--- config.mk ---
export PLATFORM = sky130hd
export DESIGN_NAME = pa_iu_div_radix_unit
export DESIGN_NICKNAME = d
export VERILOG_FILES = /design/src/rtl/pa_iu_div_radix_unit.sv
export SDC_FILE = /design/constraint.sdc
export NUM_CORES = 1
export LEC_CHECK = 0
export ABC_AREA = 1
export CORE_MARGIN = 2
export CORE_UTILIZATION = 25
export DETAILED_ROUTE_END_ITERATION = 8
export RECOVER_POWER = 50
export SKIP_CTS_REPAIR_TIMING = 1
export SKIP_LAST_GASP = 1
export SLEW_MARGIN = 40
export SYNTH_ARGS = -nofsm -noshare
export SYNTH_HDL_FRONTEND = slang
export SYNTH_SLANG_ARGS = --single-unit
--- constraint.sdc ---
create_clock -name div_clk -period 9.45 [get_ports div_clk]
set_clock_uncertainty 0.2 [all_clocks]
set_input_delay 1.4175 -clock div_clk [delete_from_list [all_inputs] [get_ports div_clk]]
set_output_delay 1.4175 -clock div_clk [all_outputs]
set_load 0.02 [all_outputs]
--- src/rtl/pa_iu_div_radix_unit.sv ---
// Iterative radix-2^RADIX_BITS integer divider with normalisation, early exit,
// signed fix-up and valid/ready handshakes on request and response.
//
// state | meaning
// IDLE  | waiting for a request; req_rdy high
// PREP  | form magnitudes, resolve special cases, size the iteration count
// ITER  | produce RADIX_BITS quotient bits per cycle
// DONE  | result held on rsp_* until rsp_rdy
module pa_iu_div_radix_unit #(
  parameter int XLEN       = 32,
  parameter int RADIX_BITS = 2
) (
  input  logic            div_clk,
  input  logic            cpurst,
  input  logic            div_flush,
  input  logic            req_vld,
  output logic            req_rdy,
  input  logic [XLEN-1:0] req_src0,
  input  logic [XLEN-1:0] req_src1,
  input  logic            req_signed,
  output logic            rsp_vld,
  input  logic            rsp_rdy,
  output logic [XLEN-1:0] rsp_quot,
  output logic [XLEN-1:0] rsp_rem,
  output logic            rsp_dbz
);

  localparam int CW = $clog2(XLEN + 1);
  localparam int PW = XLEN + RADIX_BITS + 1;
  localparam int NM = 1 << RADIX_BITS;
  localparam logic [XLEN-1:0] MIN_VAL = {1'b1, {(XLEN-1){1'b0}}};

  typedef enum logic [1:0] {IDLE, PREP, ITER, DONE} state_t;

  state_t                state, state_nxt;
  logic [XLEN-1:0]       src0_q, src1_q;
  logic                  signed_q;
  logic [XLEN-1:0]       rem_q, quot_q;
  logic [CW-1:0]         cnt_q;

  logic [XLEN-1:0]       a_abs, b_abs;
  logic [CW-1:0]         lz_d, cnt_init, sh;
  logic [PW-1:0]         prod, sel_prod;
  logic [RADIX_BITS-1:0] sel_m;
  logic [XLEN-1:0]       iter_q, iter_r;
  logic                  neg_q, neg_r, is_ovf;
  logic                  accept, done_en, rsp_clr, fin_dbz;
  logic [XLEN-1:0]       fin_quot, fin_rem;

  function automatic logic [CW-1:0] lz(input logic [XLEN-1:0] v);
    lz = CW'(XLEN);
    for (int i = 0; i < XLEN; i++)
      if (v[i]) lz = CW'(XLEN - 1 - i);
  endfunction

  assign req_rdy = (state == IDLE) && !cpurst;

  always_comb begin : dp
    a_abs    = (signed_q && src0_q[XLEN-1]) ? -src0_q : src0_q;
    b_abs    = (signed_q && src1_q[XLEN-1]) ? -src1_q : src1_q;
    neg_q    = signed_q && (src0_q[XLEN-1] ^ src1_q[XLEN-1]);
    neg_r    = signed_q && src0_q[XLEN-1];
    is_ovf   = signed_q && (src0_q == MIN_VAL) && (src1_q == '1);
    // a >= b is guaranteed whenever these two are consumed
    lz_d     = lz(b_abs) - lz(a_abs);
    cnt_init = (lz_d + CW'(RADIX_BITS)) >> (RADIX_BITS - 1);
    sh       = (cnt_q - CW'(1)) << (RADIX_BITS - 1);
    prod     = '0;
    sel_prod = '0;
    sel_m    = '0;
    // multiples grow with m, so the last one that fits is the largest
    for (int m = 1; m < NM; m++) begin
      prod = (PW'(b_abs) * PW'(m)) << sh;
      if (prod <= PW'(rem_q)) begin
        sel_m    = RADIX_BITS'(m);
        sel_prod = prod;
      end
    end
    iter_q = (quot_q << RADIX_BITS) | XLEN'(sel_m);
    iter_r = XLEN'(PW'(rem_q) - sel_prod);
  end

  always_comb begin : fsm
    state_nxt = state;
    accept    = 1'b0;
    done_en   = 1'b0;
    rsp_clr   = 1'b0;
    fin_dbz   = 1'b0;
    fin_quot  = '0;
    fin_rem   = '0;
    case (state)
      IDLE: if (req_vld) begin
        accept    = 1'b1;
        state_nxt = PREP;
      end
      PREP: begin
        if (src1_q == '0) begin
          fin_quot  = '1;
          fin_rem   = src0_q;
          fin_dbz   = 1'b1;
          done_en   = 1'b1;
          state_nxt = DONE;
        end else if (is_ovf) begin
          fin_quot  = MIN_VAL;
          done_en   = 1'b1;
          state_nxt = DONE;
        end else if (a_abs < b_abs) begin
          fin_rem   = neg_r ? -a_abs : a_abs;
          done_en   = 1'b1;
          state_nxt = DONE;
        end else begin
          state_nxt = ITER;
        end
      end
      ITER: if (cnt_q == CW'(1)) begin
        fin_quot  = neg_q ? -iter_q : iter_q;
        fin_rem   = neg_r ? -iter_r : iter_r;
        done_en   = 1'b1;
        state_nxt = DONE;
      end
      DONE: if (rsp_rdy) begin
        rsp_clr   = 1'b1;
        state_nxt = IDLE;
      end
      default: state_nxt = IDLE;
    endcase
    if (div_flush) begin
      accept    = 1'b0;
      done_en   = 1'b0;
      rsp_clr   = 1'b1;
      state_nxt = IDLE;
    end
  end

  always_ff @(posedge div_clk) begin
    if (cpurst) state <= IDLE;
    else        state <= state_nxt;
  end

  always_ff @(posedge div_clk) begin
    if (cpurst) begin
      src0_q   <= '0;
      src1_q   <= '0;
      signed_q <= 1'b0;
      rem_q    <= '0;
      quot_q   <= '0;
      cnt_q    <= '0;
      rsp_vld  <= 1'b0;
      rsp_quot <= '0;
      rsp_rem  <= '0;
      rsp_dbz  <= 1'b0;
    end else begin
      if (accept) begin
        src0_q   <= req_src0;
        src1_q   <= req_src1;
        signed_q <= req_signed;
      end
      if (state == PREP) begin
        rem_q  <= a_abs;
        quot_q <= '0;
        cnt_q  <= cnt_init;
      end else if (state == ITER) begin
        rem_q  <= iter_r;
        quot_q <= iter_q;
        cnt_q  <= cnt_q - CW'(1);
      end
      if (done_en) begin
        rsp_vld  <= 1'b1;
        rsp_quot <= fin_quot;
        rsp_rem  <= fin_rem;
        rsp_dbz  <= fin_dbz;
      end else if (rsp_clr) begin
        rsp_vld <= 1'b0;
        if (div_flush) rsp_dbz <= 1'b0;
      end
    end
  end

endmodule

### Word-level counts from Yosys, hierarchy flattened

Index checks and enable logic that the tools add are counted.

* logic and storage cells: 170
* output and inout port bits: 67
* bits in registers: 201
* input bits: 70

* multiply operators: 1
* eq/ne operators: 9
* shift-type cells: 3
* mux-type cells: 114
* reductions and logical operators: 16
* $lt $le $gt $ge: 4
* $add $sub $neg: 9
* bitwise logic cells: 2

Operator list (count)
* 32-bit two-way mux: 17
* 6-bit two-way mux: 64
* 32-bit negator: 5
* 32-bit one-hot mux with 2 select lines: 2
* 35-bit by 32-bit less-or-equal comparator with 1-bit output: 3
* 32-bit == test, second input constant: 2
* 32-bit by 6-bit << shifter with 35-bit output: 1
* 33-bit by 6-bit << shifter with 35-bit output: 1
* 34-bit by 6-bit << shifter with 35-bit output: 1
* 32-bit by 2-bit multiplier with 34-bit output, second input constant: 1
* 32-bit zero test: 1
* 32-bit < comparator: 1
* 32-bit by 2-bit bitwise OR with 32-bit output: 1
* 32-bit subtractor: 1
* 1-bit two-way mux: 22
* 2-bit two-way mux: 5
* 5-bit two-way mux: 2
* 2-bit one-hot mux with 4 select lines: 1
* 6-bit by 2-bit adder with 6-bit output, second input constant: 1
* 6-bit by 1-bit == test with 1-bit output, second input constant: 1
* 1-bit logical AND: 6
* 2-bit inequality test, second input constant: 3
* 2-bit nonzero test: 3
* 6-bit by 1-bit subtractor with 6-bit output, second input constant: 1
* 10 further kinds: 12

### Longest topological paths before layout

* depth in word-level cells: 37
* mapped depth: 72
* gate-level depth less buffers: 72

### Least setup slack after synthesis

OpenSTA, ideal clock, no wires.

* path type: register to register
* start point: register cnt_q[0]
* end point: register rsp_rem[31]
* slack: 0.969 ns
* stages on the path, launching flop included: 63
* path buffers: 8
* data required time: 9.131 ns
* data arrival time: 8.161 ns
* clock period less this slack: 8.481 ns
* path through: dfxtp_1 -> inv_1 -> clkbuf_1 -> clkbuf_1 -> buf_2 -> ha_1 -> clkbuf_1 -> inv_1 -> clkbuf_1 -> clkbuf_1 -> clkbuf_1 -> o21ai_0 -> inv_1 -> nand2_1 -> nor2_1 -> ha_1 -> nand2_1 -> nor3_1 -> [... 27 more ...] -> a21oi_1 -> inv_1 -> a21oi_1 -> inv_1 -> nand2_1 -> nand2_1 -> inv_1 -> o21ai_0 -> or2_2 -> nand2_1 -> inv_1 -> nor3_1 -> nand2_1 -> nand2_1 -> nand2_1 -> nand3b_1 -> nand3_1 -> a21oi_1

* longest elaborated chain between the ends: 11
* elaborated cells on any way between the ends: 19
* those cells by class: add/sub (3); order compare (3); eq/ne (1); shift (3); mux (9)

RTL lines
* start, declared: line 39 `logic [CW-1:0] cnt_q;`
* start signal, assigned: line 161 `cnt_q <= cnt_init;`
* start signal, assigned: line 165 `cnt_q <= cnt_q - CW'(1);`
* 6-bit by 1-bit subtractor with 6-bit output
* 32-bit by 6-bit << shifter with 35-bit output: line 73 `prod = (PW'(b_abs) * PW'(m)) << sh;`
* 35-bit by 32-bit less-or-equal comparator with 1-bit output: line 74 `if (prod <= PW'(rem_q)) begin`
* 32-bit two-way mux (3 in a row): line 74
* 32-bit subtractor: line 80 `iter_r = XLEN'(PW'(rem_q) - sel_prod);`
* 32-bit negator: line 117 `fin_rem = neg_r ? -iter_r : iter_r;`
* 32-bit two-way mux: line 117
* 32-bit two-way mux: line 115 `ITER: if (cnt_q == CW'(1)) begin`
* 32-bit one-hot mux with 2 select lines: line 91 `case (state)`
* end signal, assigned: line 170 `rsp_rem <= fin_rem;`
* end, declared: line 24 `output logic [XLEN-1:0] rsp_rem,`

Parallel ways exist; a longest one is shown, timed or not.
A chain may end at the register's enable or synchronous reset.

### Worst setup path in the final report

* start point: register src1_q[1]
* end point: register rsp_rem[26]

* longest elaborated chain between the ends: 12
* elaborated cells on any way between the ends: 29
* those cells by class: add/sub (3); mul (1); order compare (4); eq/ne (1); shift (3); mux (15); reduce/logical (2)

RTL lines
* start, declared: line 36 `logic [XLEN-1:0] src0_q, src1_q;`
* start signal, assigned: line 155 `src1_q <= req_src1;`
* parallel branches: the longest is 12 deep, another holds 35-bit by 32-bit less-or-equal comparator with 1-bit output

Several ways; the timed one is not identified.

==> metrics <==
outcome finished with violations; failing checks capacitance limit, slew limit; area share of fa/ha/maj cells after synthesis 0.1044; area of the multi-input gates around 17000 µm²; Syn Area/Cell ~6.0 µm²; Die ar. around 95000 µm²; multiplexer area fraction after synthesis 0.001299; cell mode on critical path nand2_1; Synth top area share 0.1741; Synth Area in XOR/XNOR 0.03546; worst relative slew slack -0.3030; Core Rows ~110; number of I/O pins 137; die width around 300 µm; Synth Flop Type dfxtp_1; final WL between 100000 and 150000 µm; first-pass GRT wire length ~160000 µm; post-synthesis compound-gate area fraction 0.2521; Synth warnings 0; Final setup viols 0; Starting Density 0.2521; DP HPWL between 80000 and 90000 µm; TritonRoute pass-1 iters 6; GRT overflow 0; register area share after synthesis 0.1741; P_leak between 10 and 15 nW; Synth cell types between 70 and 80; die height between 300 and 400 µm; Num CTS Buffers 24; most common cell after layout, fill and taps aside nand2_1; Iter 0 DRT Violations about 3100; Area contributors post-synth dfxtp_1, nand2_1, ha_1, o21ai_0, a21oi_1; Cells after Synth 3873; drc violations 0; kind of end point of the critical path flip-flop; asr flop ratio synth 0; post-synth top area cell dfxtp_1; CTS sink count between 200 and 250; Critical Path AT ~9.1 ns; vias in the first global route approximately 26000; dpl cells ~5200; Area Overhead vs Synth 22.13%; min Tclk post-route ~8.9 ns; worst-path fanout max 7; final cell count without fillers approximately 5300; Syn Nets 4134; #FFs+latches synth about 200; Hold Crit Class reg2reg; CP required between 9 and 10 ns; number of synthesized flops with an enable pin 0; main combinational cell family by area after synthesis simple AND/OR/NAND/NOR gates; pin count of the biggest net entering global routing between 100 and 150; CP startpoint kind flip-flop; CP max-delay cell ha_1; Avg Vias per Cell around 5.3; CTS tree yes; Max Cap Violations 1; FMAX 112.4 MHz; register area about 4000 µm²; I/O Buffers approximately 140; share of layout cells above drive strength 1 0.1252; Power per Cell Area 418.5 nW/µm²; Synth Cell Area approximately 23000 µm²; # fillers just over 10000; ANT nets after route 0; root buffer cell clkbuf_16; CP Class reg2reg; Hold WS around 0.27 ns; Period Utilization, post-route 0.9412; via count roughly 28000; clk_lat worst skew around 0.56 ns; peak supply drop approximately 0.00034 V; Overall Global Routing Usage 0.2107; Final Hold Viols 0; Worst Max-Slew Pin Slew ~2.0 ns; H-tree lvl count 1; clk buf depth 3; fin nets between 4000 and 5000; initial antenna violation count 1; GPL Wtd Cong approximately 1.0; Max stage delay on crit path between 0.3 and 0.4 ns; drt wl/cell approximately 20 µm; CORE AREA 91660 µm²; area share of and/or/nand/nor cells after synthesis 0.3266; CTS clk-pin slew, worst paths about 0.070 ns; most frequent cells in the layout nand2_1, inv_1, o21ai_0, a21oi_1, nor2_1; Slew Viols, Final 36
[critical path: cells and delay by family (launching register included)]
| kind | cells | cell delay [ns] |
|---|---|---|
| and+or+nand+nor | 23 | 3.03 |
| AOI/OAI and AO/OA | 20 | 2.81 |
| buffers and inverters | 11 | 1.18 |
| adders and majority gates | 3 | 0.80 |
| DFF | 1 | 0.32 |
| xor gates and xnor gates | 1 | 0.20 |
| muxes | 1 | 0.16 |
[registers in the layout, summed over array words and instances, names as in the netlist]
register	count
quot_q	30
rsp_rem	32
rsp_dbz	1
rsp_quot	32
cnt_q	6
signed_q	1
src0_q	32
rem_q	32
src1_q	32
state	2
rsp_vld	1
[metrics by stage]
step / util / setup TNS [ns] / power [mW] / instance area, µm² / worst slack [ns]
floorplan: - / 0 / 6.762 / 23110 / 0.9693
global placement: 0.2877 / 0 / 9.982 / 26370 / 0.1076
detailed placement: 0.2882 / 0 / 9.925 / 26420 / 0.05513
CTS: 0.2975 / 0 / 11.00 / 27270 / 0.006866
global route: 0.3079 / -0.2243 / 12.76 / 28220 / -0.1033
finish: 0.3079 / 0 / 11.81 / 28230 / 0.5557
[cell usage after synthesis, types with 28 or more instances]
| library cell | count |
|---|---|
| o21ai_0 | 421 |
| ha_1 | 188 |
| nand4_1 | 67 |
| nor2_1 | 344 |
| nand2_2 | 43 |
| buf_2 | 28 |
| nor3_1 | 66 |
| nand2_1 | 824 |
| dfxtp_1 | 201 |
| xor2_1 | 61 |
| a21oi_1 | 389 |
| o21ai_1 | 28 |
| clkbuf_1 | 110 |
| o211ai_1 | 49 |
| inv_1 | 440 |
| inv_2 | 29 |
| nand3_1 | 249 |
[cell type report]
type,count,area share
tap,1186,0.05257
sequential,201,0.1426
inverter,475,0.06339
clock buffer,33,0.02496
antenna,1,0.00008866
clock inverter,10,0.005098
timing repair buffer,307,0.09477
multi-input combinational,3038,0.6165
[final timing paths]
| kind | start | end | slack (ns) | depth (start not counted) |
|---|---|---|---|---|
| setup / recovery | src1_q[1]$_SDFFE_PP0P_ | rsp_rem[26]$_SDFFE_PP0P_ | 0.56 | 59 |
| hold / removal | rem_q[31]$_SDFFE_PP0P_ | rem_q[31]$_SDFFE_PP0P_ | 0.27 | 2 |
| setup reg to reg | src1_q[1]$_SDFFE_PP0P_ | rsp_rem[26]$_SDFFE_PP0P_ | 0.56 | 59 |
| hold reg to reg | rem_q[31]$_SDFFE_PP0P_ | rem_q[31]$_SDFFE_PP0P_ | 0.27 | 2 |
[cell families after synthesis]
| kind of cell | Yosys count |
|---|---|
| XOR/XNOR | 88 |
| flip-flops | 201 |
| multiplexers | 3 |
| AO/OA/AOI/OAI | 1050 |
| adder cells (fa/ha/maj) | 191 |
| buffers and inverters | 634 |
| AND/OR/NAND/NOR | 1706 |
[power by group]
part / switching, mW / internal (mW) / total (mW)
logic: 6.33 / 3.42 / 9.74
registers: 0.114 / 0.940 / 1.05
clock network: 0.411 / 0.604 / 1.01
total: 6.85 / 4.96 / 11.8
[routing by layer]
metal	share of wire	wire, µm	vias to the layer above	track usage
met5	0.00012	13	-	0
met4	0.043	4528	2	0.08622
met3	0.068	7083	203	0.02446
met2	0.44	46000	1151	0.3344
met1	0.45	46580	13010	0.2885
li1	-	-	13470	-
Note: power is estimated with default switching activity, not from simulation.
